--- src/rtl/i2c_req_arbiter_if.sv ---
// Requester-side and i2c_master-side signals of the shared-master arbiter.
// master modport = arbiter view, slave modport = clients plus the i2c_master.
interface i2c_req_arbiter_if #(
   parameter int NREQ = 4
);
   logic [NREQ-1:0]       req_valid;
   logic [NREQ-1:0][6:0]  req_addr;
   logic [NREQ-1:0]       req_rw;
   logic [NREQ-1:0][39:0] req_data;
   logic [NREQ-1:0][3:0]  req_nbyte;
   logic [NREQ-1:0]       req_ready;
   logic [NREQ-1:0]       grant;
   logic [NREQ-1:0]       rsp_valid;
   logic [7:0]            rsp_data;
   logic [NREQ-1:0]       done;
   logic [NREQ-1:0]       err;
   logic [6:0]            m_addr;
   logic                  m_rw;
   logic [39:0]           m_data_w;
   logic [3:0]            m_N_byte;
   logic                  m_start;
   logic [7:0]            m_data_out;
   logic                  m_valid_out;
   logic                  m_busy;
   logic                  m_erro_addr;

   modport master (
      input  req_valid, req_addr, req_rw, req_data, req_nbyte,
      input  m_data_out, m_valid_out, m_busy, m_erro_addr,
      output req_ready, grant, rsp_valid, rsp_data, done, err,
      output m_addr, m_rw, m_data_w, m_N_byte, m_start
   );

   modport slave (
      output req_valid, req_addr, req_rw, req_data, req_nbyte,
      output m_data_out, m_valid_out, m_busy, m_erro_addr,
      input  req_ready, grant, rsp_valid, rsp_data, done, err,
      input  m_addr, m_rw, m_data_w, m_N_byte, m_start
   );
endinterface

--- src/rtl/i2c_req_arbiter.sv ---
// Round-robin arbiter sharing one i2c_master among NREQ requesters.
// Optional I2C_ARB_TIMEOUT_EN adds a LAUNCH/RUN watchdog and the DRAIN state.
module i2c_req_arbiter #(
   parameter int NREQ = 4
`ifdef I2C_ARB_TIMEOUT_EN
   , parameter int TIMEOUT_CYC = 65535
`endif
) (
   input  logic               clk,
   input  logic               rst_n,
   i2c_req_arbiter_if.master  bus
);
   localparam int OW = (NREQ > 1) ? $clog2(NREQ) : 1;
   localparam logic [NREQ-1:0] ONE = NREQ'(1);

   typedef enum logic [2:0] {
      IDLE   = 3'd0,
      LAUNCH = 3'd1,
      RUN    = 3'd2,
      DONE   = 3'd3
`ifdef I2C_ARB_TIMEOUT_EN
      , DRAIN = 3'd4
`endif
   } state_t;

   state_t          state;
   logic [OW-1:0]   owner, rr, win;
   logic            win_any, win_bad;
   logic            err_flag;

`ifdef I2C_ARB_TIMEOUT_EN
   localparam logic [15:0] TO_LAST = 16'(TIMEOUT_CYC - 1);
   logic [15:0]     to_cnt;
`endif

   // Scan downward so the last hit is the first valid requester above rr.
   always_comb begin
      win_any = 1'b0;
      win     = '0;
      for (int i = NREQ; i >= 1; i--) begin
         if (bus.req_valid[(int'(rr) + i) % NREQ]) begin
            win_any = 1'b1;
            win     = OW'((int'(rr) + i) % NREQ);
         end
      end
      win_bad = (bus.req_rw[win] && bus.req_nbyte[win] == 4'd0) ||
                (!bus.req_rw[win] && bus.req_nbyte[win] > 4'd4);
   end

   always_ff @(posedge clk or negedge rst_n) begin
      if (!rst_n) begin
         state         <= IDLE;
         owner         <= '0;
         rr            <= OW'(NREQ - 1);
         err_flag      <= 1'b0;
         bus.req_ready <= '0;
         bus.grant     <= '0;
         bus.rsp_valid <= '0;
         bus.rsp_data  <= '0;
         bus.done      <= '0;
         bus.err       <= '0;
         bus.m_addr    <= '0;
         bus.m_rw      <= 1'b0;
         bus.m_data_w  <= '0;
         bus.m_N_byte  <= '0;
         bus.m_start   <= 1'b0;
`ifdef I2C_ARB_TIMEOUT_EN
         to_cnt        <= '0;
`endif
      end else begin
         bus.req_ready <= '0;
         bus.rsp_valid <= '0;
         bus.done      <= '0;
         bus.err       <= '0;
         case (state)
            IDLE: begin
               if (win_any) begin
                  owner         <= win;
                  bus.req_ready <= ONE << win;
                  bus.grant     <= ONE << win;
                  bus.m_addr    <= bus.req_addr[win];
                  bus.m_rw      <= bus.req_rw[win];
                  bus.m_data_w  <= bus.req_data[win];
                  bus.m_N_byte  <= bus.req_nbyte[win];
                  if (win_bad) begin
                     err_flag <= 1'b1;
                     state    <= DONE;
                  end else begin
                     bus.m_start <= 1'b1;
                     state       <= LAUNCH;
                  end
`ifdef I2C_ARB_TIMEOUT_EN
                  to_cnt <= '0;
`endif
               end
            end
            LAUNCH, RUN: begin
`ifdef I2C_ARB_TIMEOUT_EN
               to_cnt <= to_cnt + 16'd1;
               if (to_cnt == TO_LAST) begin
                  bus.done    <= ONE << owner;
                  bus.err     <= ONE << owner;
                  bus.m_start <= 1'b0;
                  bus.grant   <= '0;
                  err_flag    <= 1'b0;
                  state       <= DRAIN;
               end else
`endif
               if (state == LAUNCH) begin
                  if (bus.m_busy) begin
                     bus.m_start <= 1'b0;
                     state       <= RUN;
                  end
               end else begin
                  // A byte arriving with the busy drop is still forwarded.
                  if (bus.m_valid_out) begin
                     bus.rsp_valid <= ONE << owner;
                     bus.rsp_data  <= bus.m_data_out;
                  end
                  if (bus.m_erro_addr) err_flag <= 1'b1;
                  if (!bus.m_busy) state <= DONE;
               end
            end
            DONE: begin
               bus.done     <= ONE << owner;
               bus.err      <= err_flag ? (ONE << owner) : '0;
               rr           <= owner;
               err_flag     <= 1'b0;
               bus.grant    <= '0;
               bus.m_addr   <= '0;
               bus.m_rw     <= 1'b0;
               bus.m_data_w <= '0;
               bus.m_N_byte <= '0;
               state        <= IDLE;
            end
`ifdef I2C_ARB_TIMEOUT_EN
            DRAIN: begin
               // Abort already reported; just wait for the master to let go.
               if (!bus.m_busy) begin
                  rr           <= owner;
                  bus.m_addr   <= '0;
                  bus.m_rw     <= 1'b0;
                  bus.m_data_w <= '0;
                  bus.m_N_byte <= '0;
                  state        <= IDLE;
               end
            end
`endif
            default: state <= IDLE;
         endcase
      end
   end
endmodule

--- src/flat_wrapper.sv ---
// flat-port wrapper written by rule: the top's interface ports become plain ports
module i2c_req_arbiter_flat 
#(
   parameter int NREQ = 4

)
  (clk, rst_n, bus_req_valid, bus_req_addr, bus_req_rw, bus_req_data, bus_req_nbyte, bus_m_data_out, bus_m_valid_out, bus_m_busy, bus_m_erro_addr, bus_req_ready, bus_grant, bus_rsp_valid, bus_rsp_data, bus_done, bus_err, bus_m_addr, bus_m_rw, bus_m_data_w, bus_m_N_byte, bus_m_start);
  i2c_req_arbiter_if #(.NREQ(NREQ)) bus_i ();
  input  logic clk;
  input  logic rst_n;
  input wire logic [$bits(bus_i.req_valid)-1:0] bus_req_valid;
  input wire logic [$bits(bus_i.req_addr)-1:0] bus_req_addr;
  input wire logic [$bits(bus_i.req_rw)-1:0] bus_req_rw;
  input wire logic [$bits(bus_i.req_data)-1:0] bus_req_data;
  input wire logic [$bits(bus_i.req_nbyte)-1:0] bus_req_nbyte;
  input wire logic [$bits(bus_i.m_data_out)-1:0] bus_m_data_out;
  input wire logic [$bits(bus_i.m_valid_out)-1:0] bus_m_valid_out;
  input wire logic [$bits(bus_i.m_busy)-1:0] bus_m_busy;
  input wire logic [$bits(bus_i.m_erro_addr)-1:0] bus_m_erro_addr;
  output wire logic [$bits(bus_i.req_ready)-1:0] bus_req_ready;
  output wire logic [$bits(bus_i.grant)-1:0] bus_grant;
  output wire logic [$bits(bus_i.rsp_valid)-1:0] bus_rsp_valid;
  output wire logic [$bits(bus_i.rsp_data)-1:0] bus_rsp_data;
  output wire logic [$bits(bus_i.done)-1:0] bus_done;
  output wire logic [$bits(bus_i.err)-1:0] bus_err;
  output wire logic [$bits(bus_i.m_addr)-1:0] bus_m_addr;
  output wire logic [$bits(bus_i.m_rw)-1:0] bus_m_rw;
  output wire logic [$bits(bus_i.m_data_w)-1:0] bus_m_data_w;
  output wire logic [$bits(bus_i.m_N_byte)-1:0] bus_m_N_byte;
  output wire logic [$bits(bus_i.m_start)-1:0] bus_m_start;
  assign bus_i.req_valid = bus_req_valid;
  assign bus_i.req_addr = bus_req_addr;
  assign bus_i.req_rw = bus_req_rw;
  assign bus_i.req_data = bus_req_data;
  assign bus_i.req_nbyte = bus_req_nbyte;
  assign bus_i.m_data_out = bus_m_data_out;
  assign bus_i.m_valid_out = bus_m_valid_out;
  assign bus_i.m_busy = bus_m_busy;
  assign bus_i.m_erro_addr = bus_m_erro_addr;
  assign bus_req_ready = bus_i.req_ready;
  assign bus_grant = bus_i.grant;
  assign bus_rsp_valid = bus_i.rsp_valid;
  assign bus_rsp_data = bus_i.rsp_data;
  assign bus_done = bus_i.done;
  assign bus_err = bus_i.err;
  assign bus_m_addr = bus_i.m_addr;
  assign bus_m_rw = bus_i.m_rw;
  assign bus_m_data_w = bus_i.m_data_w;
  assign bus_m_N_byte = bus_i.m_N_byte;
  assign bus_m_start = bus_i.m_start;
  i2c_req_arbiter #(.NREQ(NREQ)) u_core (.clk(clk), .rst_n(rst_n), .bus(bus_i));
endmodule
--- config.mk ---
export PLATFORM = sky130hd
export DESIGN_NAME = i2c_req_arbiter_flat
export DESIGN_NICKNAME = d
export VERILOG_FILES = /design/src/rtl/i2c_req_arbiter_if.sv /design/src/rtl/i2c_req_arbiter.sv /design/src/flat_wrapper.sv
export SDC_FILE = /design/constraint.sdc
export NUM_CORES = 1
export LEC_CHECK = 0
export ABC_AREA = 0
export CAP_MARGIN = 10
export CORE_ASPECT_RATIO = 1.5
export CORE_MARGIN = 10
export CORE_UTILIZATION = 25
export DETAILED_ROUTE_END_ITERATION = 7
export GPL_TIMING_DRIVEN = 0
export PLACE_DENSITY_LB_ADDON = 0.2
export SLEW_MARGIN = 25
export SYNTH_ARGS = -nofsm -noshare
export SYNTH_HDL_FRONTEND = slang
export SYNTH_SLANG_ARGS = --single-unit
--- constraint.sdc ---
create_clock -name clk -period 7.4 [get_ports clk]
set_input_delay 1.48 -clock clk [delete_from_list [all_inputs] [get_ports clk]]
set_output_delay 1.48 -clock clk [all_outputs]
set_load 0.05 [all_outputs]
==> metrics <==
outcome completed; fin cells 981; min cycle time layout 4311 ps; CTS tree yes; largest net degree at the start of global routing 55; final wirelength 21.50 mm; Mapped Cells 443; Peak VDD IR 148.2 uV; Critical Path RT 7620 ps; # rows 60; Leak 3.508 nW; # resized after CTS 0; Hold-fix buffers, CTS 0; Longest Clk Path Bufs 2; Max Clock Skew between 9 and 10 ps; Synth Cell Area ~4600 um^2; worst-path cell chain clkdlybuf4s50_1, nor2b_4, o21a_4, nor3_4, mux4_2, nor3b_1, and2b_1, o41ai_2, mux2_1; commonest non-fill, non-tap cell in the layout clkdlybuf4s50_1; Final WS setup 3089 ps; input/output buffers 304; RSZ-0062 raised after global routing no; DP Cell Count 965; crit-path max FO 9; CTS H-Tree Depth 3; first-pass GRT wire length 31.68 mm; initial antenna violation count 0; FMAX 232.0 MHz; CORE AREA around 18000 um^2; GR Overflow Total 0; Slew @ Worst Pin 769.7 ps; Synth async-reset ratio 100.0%; crit path DAT about 4500 ps; postcts setup bufs 0; vias in the first global route 5541; post-synthesis compound-gate area fraction a little over a quarter; sequential area share after synthesis 48.34%; power per standard cell area just under 400 nW/um^2; number of synthesized flops with an enable pin 0; slowest stage delay, CP 600 ps; routed vias/inst 5.037; clk slew on worst S/H paths 60 ps; Tcrit/Tclk final between 50% and 60%; Crit-path slowest cell mux4_2; Hold Fails Final Rpt 0; Synth cell types a little over 50; yosys synthesis warning count 0; crit-path leading delay family multiplexers; simple-gate area share of the yosys netlist 15.61%; I/O pin cnt a little over 300; Fin Setup TNS 0 ps; die height 185.4 um; Worst Setup Start Kind input pin; Crit. End Element flip-flop; sinks on the clock net approximately 90; DR vias 4941; Post-Synth Adder-Cell Area 1.372%; layout cells sized above 1 under 10%; CTS root buf clkbuf_16; slew margin rel. just under 50%; Clock Latency Late Sink 340 ps; Avg WL per Cell between 20 and 25 um; TritonCTS Buffers 9; hpwl dp 17.57 mm; Crit Path Category in2reg; initial drt markers 455; Primary FF master, synth dfrtp_1; Final #Nets 989; Placement Setup Slack 2754 ps; final-report max-slew violation count 0; DRC viols 0; most frequent cells in the layout clkdlybuf4s50_1, nand2_1, dfrtp_1; # diodes 0; max_cap viols 0; WP buf/inv 1; die width 130.3 um; endpoints failing setup 0; DRT Pass-1 Iters 7; Post-Syn Area per Cell 10.29 um^2; XOR/XNOR share of the synthesized area 0.1920%; gr usage total between 15 and 20%; GP Congestion 0.8129; Hold Crit Class reg2reg; number of synthesized register bits 88; initial core utilization 25.42%; Post-Syn Nets 673; Area Overhead vs Synth 80.33%; post-synthesis mux area share 4.609%; antenna-violating nets left 0; die area between 20000 and 25000 um^2; combinational family with the most area after synthesis compound AO/OA/AOI/OAI gates
## final timing paths
kind                                         from                      to  slack, ps  cells past startpoint
max                              bus_req_valid[3]         u_core.err_flag       3090                      9
min                        u_core.bus.m_N_byte[1]  u_core.bus.m_N_byte[1]        490                      2
max reg2reg                          u_core.rr[0]         u_core.err_flag       4330                      9
min reg2reg                u_core.bus.m_N_byte[1]  u_core.bus.m_N_byte[1]        490                      2
max in group asynchronous                   rst_n            u_core.rr[0]       5730                      2
min in group asynchronous                   rst_n  u_core.bus.rsp_data[0]       1030                      1
## cells by family (layout without fill, tap and decap cells)
group / count (synthesis) / in the layout
simple gates: 155 / 155
xor+xnor: 1 / 1
fa+ha+maj: 5 / 5
compound gates: 133 / 133
mux: 16 / 16
buf+inv: 45 / 366
flops: 88 / 88
## flip-flops by register name (all words and copies together), names as in the netlist
name / flops
u_core.bus.grant: 4
u_core.rr: 2
u_core.bus.m_rw: 1
u_core.bus.m_data_w: 40
u_core.bus.rsp_data: 8
u_core.state: 2
u_core.owner: 2
u_core.err_flag: 1
u_core.bus.done: 4
u_core.bus.m_N_byte: 4
u_core.bus.rsp_valid: 4
u_core.bus.err: 4
u_core.bus.req_ready: 4
u_core.bus.m_addr: 7
u_core.bus.m_start: 1
## cell type report
cell class | count | area [um^2]
buffer | 37 | 146.4
clock buffer | 9 | 225.2
clock inverter | 7 | 95.09
fill | 1744 | 9718
inverter | 8 | 30.03
multi-input combinational | 310 | 2180
sequential | 88 | 2205
tap | 217 | 271.5
timing repair buffer | 305 | 3072
## synth_stat cells (all sizes together) (4+ instances only)
cell type	number	area share, %
nor2b	6	0.99
nor3	6	1.2
clkbuf	29	2.4
inv	8	0.66
nor2	16	1.3
buf	8	0.82
dfrtp	86	47
a21oi	7	0.85
ha	5	1.4
a22o	55	11
nand2b	4	0.71
mux2	10	2.5
a222oi	48	11
o21ai	8	0.88
nand2	105	8.6
## power by group
| group | total (W) | leakage (nW) | switching [W] | internal (W) |
|---|---|---|---|---|
| clock | 0.000491 | 0.161 | 0.000194 | 0.000297 |
| combinational | 0.00200 | 2.21 | 0.00125 | 0.000753 |
| sequential | 0.000762 | 1.14 | 0.0000974 | 0.000665 |
## worst register-to-register path, delay by kind of cell, from the launching register on
| family | cells | cell delay (ps) |
|---|---|---|
| multiplexers | 2 | 950 |
| AND/OR/NAND/NOR | 4 | 760 |
| AO/OA/AOI/OAI | 2 | 580 |
| buffers and inverters | 1 | 160 |
| flip-flops | 1 | 520 |
## per-layer routing
metal	up-vias	global-route usage (%)	wire length [um]
met1	2383	18.51	7827
met3	24	4.980	1525
met5	-	0	0
li1	2328	-	-
met2	206	30.86	11700
met4	0	5.370	450
## through the flow
step	instance area, um^2	power, W	hold slack, ps	util (%)
floorplan	4561	0.002041	464.6	-
global placement	7875	0.002763	483.9	43.89
detailed placement	7904	0.002798	482.0	44.05
CTS	8224	0.003300	496.1	45.84
global route	8224	0.003460	518.7	45.84
finish	8224	0.003256	488.9	45.84
No activity file was read; power rests on OpenSTA's default activity.
